### src/rtl/ds_pkg.sv
// Shared types and width helpers for the decimating capture controller.
package ds_pkg;

  typedef enum logic [1:0] {
    S_IDLE = 2'd0,
    S_ARM  = 2'd1,
    S_ACC  = 2'd2,
    S_DONE = 2'd3
  } ds_state_e;

  // Worst-case block sum of 2^max_log2 samples needs max_log2 extra bits.
  function automatic int acc_width(input int data_width, input int max_log2);
    return data_width + max_log2;
  endfunction

  localparam int DS_ACC_W_DEFAULT = acc_width(14, 8);

endpackage

### src/rtl/ds_accum.sv
// Block accumulator: sums 2^k signed samples, reports the closing sample and
// the block mean (arithmetic shift of the running sum including that sample).
module ds_accum
  import ds_pkg::*;
#(
  parameter int DATA_WIDTH = 14,
  parameter int MAX_LOG2   = 8
) (
  input  logic                  clk,
  input  logic                  rst,
  input  logic                  clear,
  input  logic                  sample_en,
  input  logic [DATA_WIDTH-1:0] sample,
  input  logic [3:0]            k,
  output logic                  block_close,
  output logic [DATA_WIDTH-1:0] block_mean
);

  localparam int ACC_W = acc_width(DATA_WIDTH, MAX_LOG2);

  logic signed [ACC_W-1:0] acc;
  logic signed [ACC_W-1:0] acc_sum;
  logic signed [ACC_W-1:0] acc_shift;
  logic [MAX_LOG2:0]       cnt;
  logic [MAX_LOG2:0]       last_idx;

  assign acc_sum     = acc + {{MAX_LOG2{sample[DATA_WIDTH-1]}}, sample};
  assign acc_shift   = acc_sum >>> k;
  assign block_mean  = acc_shift[DATA_WIDTH-1:0];
  assign last_idx    = (MAX_LOG2 + 1)'((1 << k) - 1);
  assign block_close = sample_en && (cnt == last_idx);

  always_ff @(posedge clk) begin
    if (rst || clear) begin
      acc <= '0;
      cnt <= '0;
    end else if (sample_en) begin
      if (block_close) begin
        acc <= '0;
        cnt <= '0;
      end else begin
        acc <= acc_sum;
        cnt <= cnt + 1'b1;
      end
    end
  end

endmodule

### src/rtl/ds_capture_ctrl.sv
// Capture sequencer for a decimating ADC front end (block-mean by 2^k).
// Optional rising-edge trigger in ARM is enabled by defining DS_CAPTURE_TRIG_EN.
//
// state  | meaning
// IDLE   | waiting for start
// ARM    | capture armed; waits one cycle, or for a trigger crossing
// ACC    | accumulating blocks and handing results downstream
// DONE   | requested number of transfers reached; done pulses here
module ds_capture_ctrl
  import ds_pkg::*;
#(
  parameter int DATA_WIDTH = 14,
  parameter int MAX_LOG2   = 8,
  parameter int CNT_W      = 12
) (
  input  logic                  clk,
  input  logic                  rst,
  input  logic                  start,
  input  logic                  abort,
  input  logic [3:0]            log2_rate,
  input  logic [CNT_W-1:0]      num_samples,
  input  logic                  adc_valid,
  input  logic [DATA_WIDTH-1:0] adc_data,
  input  logic                  out_ready,
`ifdef DS_CAPTURE_TRIG_EN
  input  logic [DATA_WIDTH-1:0] trig_level,
`endif
  output logic                  out_valid,
  output logic [DATA_WIDTH-1:0] out_data,
  output logic                  busy,
  output logic                  done,
  output logic                  overrun
);

  ds_state_e             state;
  logic [3:0]            k_lat;
  logic [3:0]            k_clamped;
  logic [CNT_W-1:0]      n_lat;
  logic [CNT_W-1:0]      xfer_cnt;
  logic                  active;
  logic                  xfer;
  logic                  last_xfer;
  logic                  arm_go;
  logic                  sample_en;
  logic                  acc_clear;
  logic                  block_close;
  logic [DATA_WIDTH-1:0] block_mean;

  assign k_clamped = (log2_rate > 4'(MAX_LOG2)) ? 4'(MAX_LOG2) : log2_rate;
  assign active    = (state == S_ARM) || (state == S_ACC);
  assign xfer      = out_valid && out_ready;
  assign last_xfer = (n_lat != '0) && (CNT_W'(xfer_cnt + 1'b1) == n_lat);
  assign acc_clear = !active || abort;

`ifdef DS_CAPTURE_TRIG_EN
  logic prev_below;
  logic crossing;
  // The crossing sample itself is the first one accumulated.
  assign crossing  = (state == S_ARM) && adc_valid && prev_below &&
                     ($signed(adc_data) >= $signed(trig_level));
  assign arm_go    = crossing;
  assign sample_en = !abort && adc_valid && ((state == S_ACC) || crossing);
`else
  assign arm_go    = 1'b1;
  assign sample_en = !abort && adc_valid && (state == S_ACC);
`endif

  ds_accum #(
    .DATA_WIDTH (DATA_WIDTH),
    .MAX_LOG2   (MAX_LOG2)
  ) u_accum (
    .clk         (clk),
    .rst         (rst),
    .clear       (acc_clear),
    .sample_en   (sample_en),
    .sample      (adc_data),
    .k           (k_lat),
    .block_close (block_close),
    .block_mean  (block_mean)
  );

  always_ff @(posedge clk) begin
    if (rst) begin
      state     <= S_IDLE;
      k_lat     <= '0;
      n_lat     <= '0;
      xfer_cnt  <= '0;
      out_valid <= 1'b0;
      out_data  <= '0;
      busy      <= 1'b0;
      done      <= 1'b0;
      overrun   <= 1'b0;
`ifdef DS_CAPTURE_TRIG_EN
      prev_below <= 1'b0;
`endif
    end else begin
      done <= 1'b0;
      case (state)
        S_IDLE: begin
          if (start) begin
            state    <= S_ARM;
            busy     <= 1'b1;
            k_lat    <= k_clamped;
            n_lat    <= num_samples;
            xfer_cnt <= '0;
            overrun  <= 1'b0;
`ifdef DS_CAPTURE_TRIG_EN
            prev_below <= 1'b0;
`endif
          end
        end
        S_ARM, S_ACC: begin
          if (abort) begin
            state     <= S_IDLE;
            busy      <= 1'b0;
            out_valid <= 1'b0;
          end else begin
            if (state == S_ARM && arm_go) state <= S_ACC;
`ifdef DS_CAPTURE_TRIG_EN
            if (state == S_ARM && adc_valid)
              prev_below <= $signed(adc_data) < $signed(trig_level);
`endif
            if (xfer) xfer_cnt <= xfer_cnt + 1'b1;
            // The final transfer ends the capture; a block closing alongside it is not kept.
            if (xfer && last_xfer) begin
              state     <= S_DONE;
              done      <= 1'b1;
              out_valid <= 1'b0;
            end else if (block_close && (!out_valid || xfer)) begin
              out_data  <= block_mean;
              out_valid <= 1'b1;
            end else if (block_close) begin
              overrun <= 1'b1;
            end else if (xfer) begin
              out_valid <= 1'b0;
            end
          end
        end
        S_DONE: begin
          state <= S_IDLE;
          busy  <= 1'b0;
        end
        default: state <= S_IDLE;
      endcase
    end
  end

endmodule

### config.mk
export PLATFORM = sky130hd
export DESIGN_NAME = ds_capture_ctrl
export DESIGN_NICKNAME = d
export VERILOG_FILES = /design/src/rtl/ds_pkg.sv /design/src/rtl/ds_accum.sv /design/src/rtl/ds_capture_ctrl.sv
export SDC_FILE = /design/constraint.sdc
export NUM_CORES = 1
export LEC_CHECK = 0
export ABC_AREA = 1
export BUFFER_PORTS_ARGS = -buffer_cell sky130_fd_sc_hd__buf_2
export CAP_MARGIN = 20
export CORE_MARGIN = 2
export CORE_UTILIZATION = 42
export DETAILED_ROUTE_END_ITERATION = 8
export PLACE_DENSITY = 0.56
export REMOVE_ABC_BUFFERS = 1
export SLEW_MARGIN = 0
export SYNTH_ARGS = -nofsm -noshare
export SYNTH_HDL_FRONTEND = slang
export SYNTH_HIERARCHICAL = 1
export SYNTH_SLANG_ARGS = --single-unit
### constraint.sdc
create_clock -name clk -period 5.1 [get_ports clk]
set_input_delay 1.02 -clock clk [delete_from_list [all_inputs] [get_ports clk]]
set_output_delay 1.02 -clock clk [all_outputs]
set_load 0.1 [all_outputs]
# Word-level counts from Yosys, hierarchy flattened

Index checks and enable logic that the tools add are counted.

Bits in read-only memories: 0
Latch bits: 0
RAM bits: 0
Output and inout port bits: 18
Memories kept: 0
Flip-flop bits (word level): 79
Bits of input ports: 36
Word-level logic and storage cells: 89

Divide/modulo/power cells: 0
$lt $le $gt $ge: 1
Equal/unequal tests: 14
$add $sub $neg: 4
$mul: 0
Bitwise operators: 3
Mux-type cells: 27
Shift operators: 2
Reductions and logical operators: 27

Operators by type and width:

| kind                                                                | count |
|---|---|
| 12-bit 2-to-1 mux                                                   | 3 |
| 12-bit case mux with 2 select lines                                 | 1 |
| 22-bit adder                                                        | 1 |
| 22-bit 2-to-1 mux                                                   | 1 |
| 22-bit by 4-bit >>> shifter with 14-bit output                      | 1 |
| 2-bit inequality test (second input constant)                       | 7 |
| 1-bit 2-to-1 mux                                                    | 13 |
| 12-bit by 1-bit adder with 12-bit output (second input constant)    | 1 |
| 12-bit == test                                                      | 1 |
| 12-bit nonzero test                                                 | 1 |
| 9-bit by 1-bit adder with 9-bit output (second input constant)      | 1 |
| 9-bit == test                                                       | 1 |
| 9-bit 2-to-1 mux                                                    | 1 |
| 1-bit by 4-bit left shift with 9-bit output (first input constant)  | 1 |
| 9-bit by 2-bit subtractor with 9-bit output (second input constant) | 1 |
| 2-bit 2-to-1 mux                                                    | 4 |
| 4-bit AND reduction                                                 | 2 |
| 1-bit logical AND                                                   | 7 |
| 2-bit case mux with 3 select lines                                  | 1 |
| 2-bit AND reduction                                                 | 3 |
| 6-bit AND reduction                                                 | 1 |
| 2-bit == test (second input constant)                               | 2 |
| 4-bit > comparator (second input constant)                          | 1 |
| 1-bit logical OR                                                    | 4 |
| 14 further kinds                                                    | 18 |

# Depth between registers and ports, before layout

Depth in word-level cells: 9
Gate-level depth with buffers: 21
Depth with buffers taken out: 19

# Hierarchy

The synthesis kept the hierarchy.

By module, submodules not included:

| module          | cells an instance | sequential area each (um^2) | instances | area an instance (um^2) |
|---|---|---|---|---|
| ds_accum        | 693               | 620.6                       | 1         | 4,006.3 |
| ds_capture_ctrl | 366               | 960.9                       | 1         | 2,488.6 |

# Worst setup path before layout

OpenSTA, ideal clock, no wires.

Kind: input-to-reg
From: in adc_valid
To: reg out_data[4]
Setup slack: 1.917 ns
Stages: 17
Data arrival time: 3.113 ns
Required time: 5.030 ns
Cell sequence: nand2_1 nor2_1 buf_2 inv_2 a21oi_1 o211ai_1 nor2_1 nand3_1 nor2_4 nand2_8 buf_6 inv_2 inv_1 nor2_1 clkbuf_1 nand4_1 a21oi_1

Longest elaborated chain between the ends: 5

RTL lines:

| what                                 | line                   | RTL |
|---|---|---|
| from (decl)                          | ds_capture_ctrl.sv:22  | `input logic adc_valid,` |
| 1-bit logical AND (2 in series)      | ds_capture_ctrl.sv:65  | `assign sample_en = !abort && adc_valid && (state == S_ACC);` |
| net sample_en                        | ds_capture_ctrl.sv:44  | `logic sample_en;` |
| 1-bit logical AND                    | ds_accum.sv:31         | `assign block_close = sample_en && (cnt == last_idx);` |
| net block_close                      | ds_capture_ctrl.sv:46  | `logic block_close;` |
| 1-bit logical AND                    | ds_capture_ctrl.sv:129 | `end else if (block_close && (!out_valid \|\| xfer)) begin` |
| 4-bit AND reduction (no source line) | --                     |  |
| to (signal assigned)                 | ds_capture_ctrl.sv:130 | `out_data <= block_mean;` |
| to (decl)                            | ds_capture_ctrl.sv:29  | `output logic [DATA_WIDTH-1:0] out_data,` |

The timed path passes the listed nets, and every way through them passes these cells.
A chain may end at the register's enable or synchronous reset.

# Final worst setup path

From: reg k_lat[0]
To: reg out_data[13]

Longest elaborated chain between the ends: 6
Elaborated cells between the ends (all ways): 7

RTL lines:

| what                                        | line                   | RTL |
|---|---|---|
| from (decl)                                 | ds_capture_ctrl.sv:36  | `logic [3:0] k_lat;` |
| from (signal assigned)                      | ds_capture_ctrl.sv:103 | `k_lat <= k_clamped;` |
| 1-bit by 4-bit left shift with 9-bit output | ds_accum.sv:30         | `assign last_idx = (MAX_LOG2 + 1)'((1 << k) - 1);` |
| 9-bit by 2-bit subtractor with 9-bit output | ds_accum.sv:30         |  |
| 9-bit == test                               | ds_accum.sv:31         |  |
| 1-bit logical AND                           | ds_accum.sv:31         |  |
| net block_close                             | ds_capture_ctrl.sv:46  |  |
| 1-bit logical AND                           | ds_capture_ctrl.sv:129 |  |
| 4-bit AND reduction (no source line)        | --                     |  |

The timed path passes the listed nets, and every way through them passes these cells.

==> summary.txt <==
STA
  – Final setup fails: 0
  – Slew Limit Fails: 0
  – Min Tclk post-route: between 3000 and 4000 ps
  – Fin. Hold Viols: 0
  – Max Fclk: approximately 300 MHz
  – RSZ-0062 raised after global routing: no
  – Setup Skew: between 10 and 15 ps
  – Final period utilization: about two thirds
  – Final TNS setup: 0 ps
  – Hold Slack: between 400 and 500 ps
  – Worst slew pin tran: approximately 1000 ps
  – Rel. slew slack: 30.26%
  – Worst Setup Slack, final: roughly 1700 ps

GRT
  – Largest net degree at the start of global routing: 35
  – Initial antenna violation count: 0
  – Vias in the first global route: just over 6000
  – GR Util met1: between 30 and 40%
  – Busiest grt layer: met2
  – Gr usage total: 23.16%
  – Total grt overflow: 0
  – First-pass GRT wire length: around 30000 µm
  – Met2 usage: approximately a third
  – Met3 Use GR: roughly 3.9%

Yosys
  – Post-synth EDFFs: 0
  – Simple-gate share of the synthesized area: a little under half
  – Yosys cell types: 46
  – Synth Flop Type: dfxtp_1
  – Synth warn: 6
  – Synth Area in Adders: under 10%
  – Seq cells post-synth: 79
  – Synthesized area: ~6500 µm²
  – Seq/Total Area, Yosys: approximately a quarter
  – Compound-gate portion of the synthesized area: about a tenth
  – Xor and xnor area share after synthesis: about 2.8%
  – Mux cell area share after synthesis: 0%
  – Synth Instances: roughly 1100
  – Ys async rst share: 0%
  – Post-Syn Area per Cell: just over 6 µm²
  – Largest family of logic cells by synthesized area: simple AND/OR/NAND/NOR gates

Critical path
  – CP startpoint kind: flip-flop
  – Reg2Reg Launch Point: k_lat[0]
  – CP endpoint kind: flip-flop
  – Critical Path RT: between 5000 and 6000 ps
  – CP max FO: 26
  – Arrival @ worst endpoint: 3580 ps
  – Setup CP Type: reg2reg
  – Worst Setup SP: k_lat[0]

Hold path
  – Min-delay worst type: reg2reg
  – Hold_sp: out_data[2]

Route
  – WL per Instance: approximately 14 µm
  – Post-DRT Antenna Nets: 0
  – DRT Pass-1 Iters: 6
  – Residual DRC count: 0
  – DR vias/cell: 5.126
  – DRT iter0 DRCs: between 400 and 500
  – Via Count: ~6600
  – Wirelength, routed: 18270 µm

CTS
  – Root Driver: clkbuf_16
  – Post-cts sizing count: 0
  – CTS buffer count: 9
  – CTS tree: built
  – Post-CTS Hold Buffers: 0
  – Post CTS Setup Buffer Count: 0
  – Clk buf depth: 2
  – Sink Count: 79
  – Worst skew pair latency: 360 ps
  – Htree depth: 3
  – Clock transition at the registers of the reported paths: ~70 ps

Pwr
  – Pwr dens: ~290 nW/µm²
  – Worst vdd ir: 0.0002134 V
  – Leakage: roughly 3.3 nW

Die
  – Die area: ~16000 µm²
  – Starting density of the core: a little over two fifths
  – Row count: 45
  – IO Count: 54
  – Core area: between 15000 and 20000 µm²
  – Die Y: 128.4 µm
  – Die X: about 130 µm

Run
  – Maxcap violations: 0

Layout
  – Layout cells sized above 1: 11.81%
  – N_diodes: 0
  – Commonest non-fill, non-tap cell in the layout: nand2_1
  – Most frequent cells in the layout: 332 x nand2_1, 146 x nand3_1, 120 x inv_1
  – Post-route design area: between 7000 and 8000 µm²
  – Fin util: between 40% and 50%
  – Nets: approximately 1200
  – Synth-to-layout area growth: 10.08%

Placement
  – Dpl cell area: about 6900 µm²
  – Port Buf Inserts: 53
  – DP Worst Slack: around 1500 ps
  – DP HPWL: 14250 µm
  – RD Place Congestion: between 0.9 and 1

Status
  – Status: complete, no violations
metrics by stage:
step | total power, W | cells
finish | 0.002054 | 1289
global route | 0.002206 | 1289
CTS | 0.002076 | 1289
detailed placement | 0.001439 | 1273
global placement | 0.001443 | 1273
floorplan | 0.001245 | 1025
Yosys cell counts, types with 13 or more instances:
master,instances,area (µm²)
nand2_1,332,1246
nand3_1,146,730.7
inv_1,120,450.4
a21oi_1,80,400.4
dfxtp_1,79,1582
nor2_1,74,277.8
ha_1,29,362.9
nand4_1,28,175.2
o21ai_0,23,115.1
clkbuf_1,20,75.07
nand3_2,18,180.2
xor2_1,13,113.9
critical path, cell delays in order, from the launching register on:
cell and delay (ps):
dfxtp_1 310, buf_4 260, inv_1 340, nor2_1 270, nand2_1 90, ha_1 280
a21oi_1 150, o211ai_1 110, nor2_1 90, nand3_1 120, nor2_4 180, nand2_8 180
inv_2 80, inv_1 60, nor2_1 100, buf_4 200, nand3_4 190, nand2_1 140
a21oi_1 60
cell families (layout without fill, tap and decap cells):
kind of cell / Yosys count / in the layout
xor+xnor: 20 / 20
simple gates: 646 / 646
fa+ha+maj: 30 / 30
buf+inv: 163 / 205
flops: 79 / 79
compound gates: 121 / 121
power breakdown:
part	internal, W	leakage [nW]	switching (W)
registers	0.000658	0.640	0.0000339
clock network	0.000335	0.130	0.000293
logic	0.000226	2.55	0.000508
total	0.00122	3.32	0.000835
final cells by class:
cell class / instances / area, µm²
multi-input combinational: 817 / 4242
clock buffer: 9 / 225.2
clock inverter: 7 / 56.30
tap: 188 / 235.2
inverter: 129 / 491.7
fill: 1682 / 7996
timing repair buffer: 60 / 317.8
sequential: 79 / 1582
registers in the layout (all words and copies together), names as in the netlist:
| name | count |
|---|---|
| busy | 1 |
| xfer_cnt | 12 |
| u_accum/cnt | 9 |
| done | 1 |
| u_accum/acc | 22 |
| n_lat | 12 |
| state | 2 |
| overrun | 1 |
| out_valid | 1 |
| out_data | 14 |
| k_lat | 4 |
worst paths after layout:
path             endpoint  cells past startpoint  slack, ps
min           out_data[2]                      2        460
max reg2reg  out_data[13]                     18       1740
min reg2reg   out_data[2]                      2        460
max          out_data[13]                     18       1740
layer usage:
| layer | wire length (µm) | part of all wire [%] |
|---|---|---|
| met4 | 336 | 1.8 |
| met1 | 9395 | 51 |
| met5 | 0 | 0 |
| met3 | 675 | 3.7 |
| met2 | 7861 | 43 |
No activity file was read; power rests on OpenSTA's default activity.
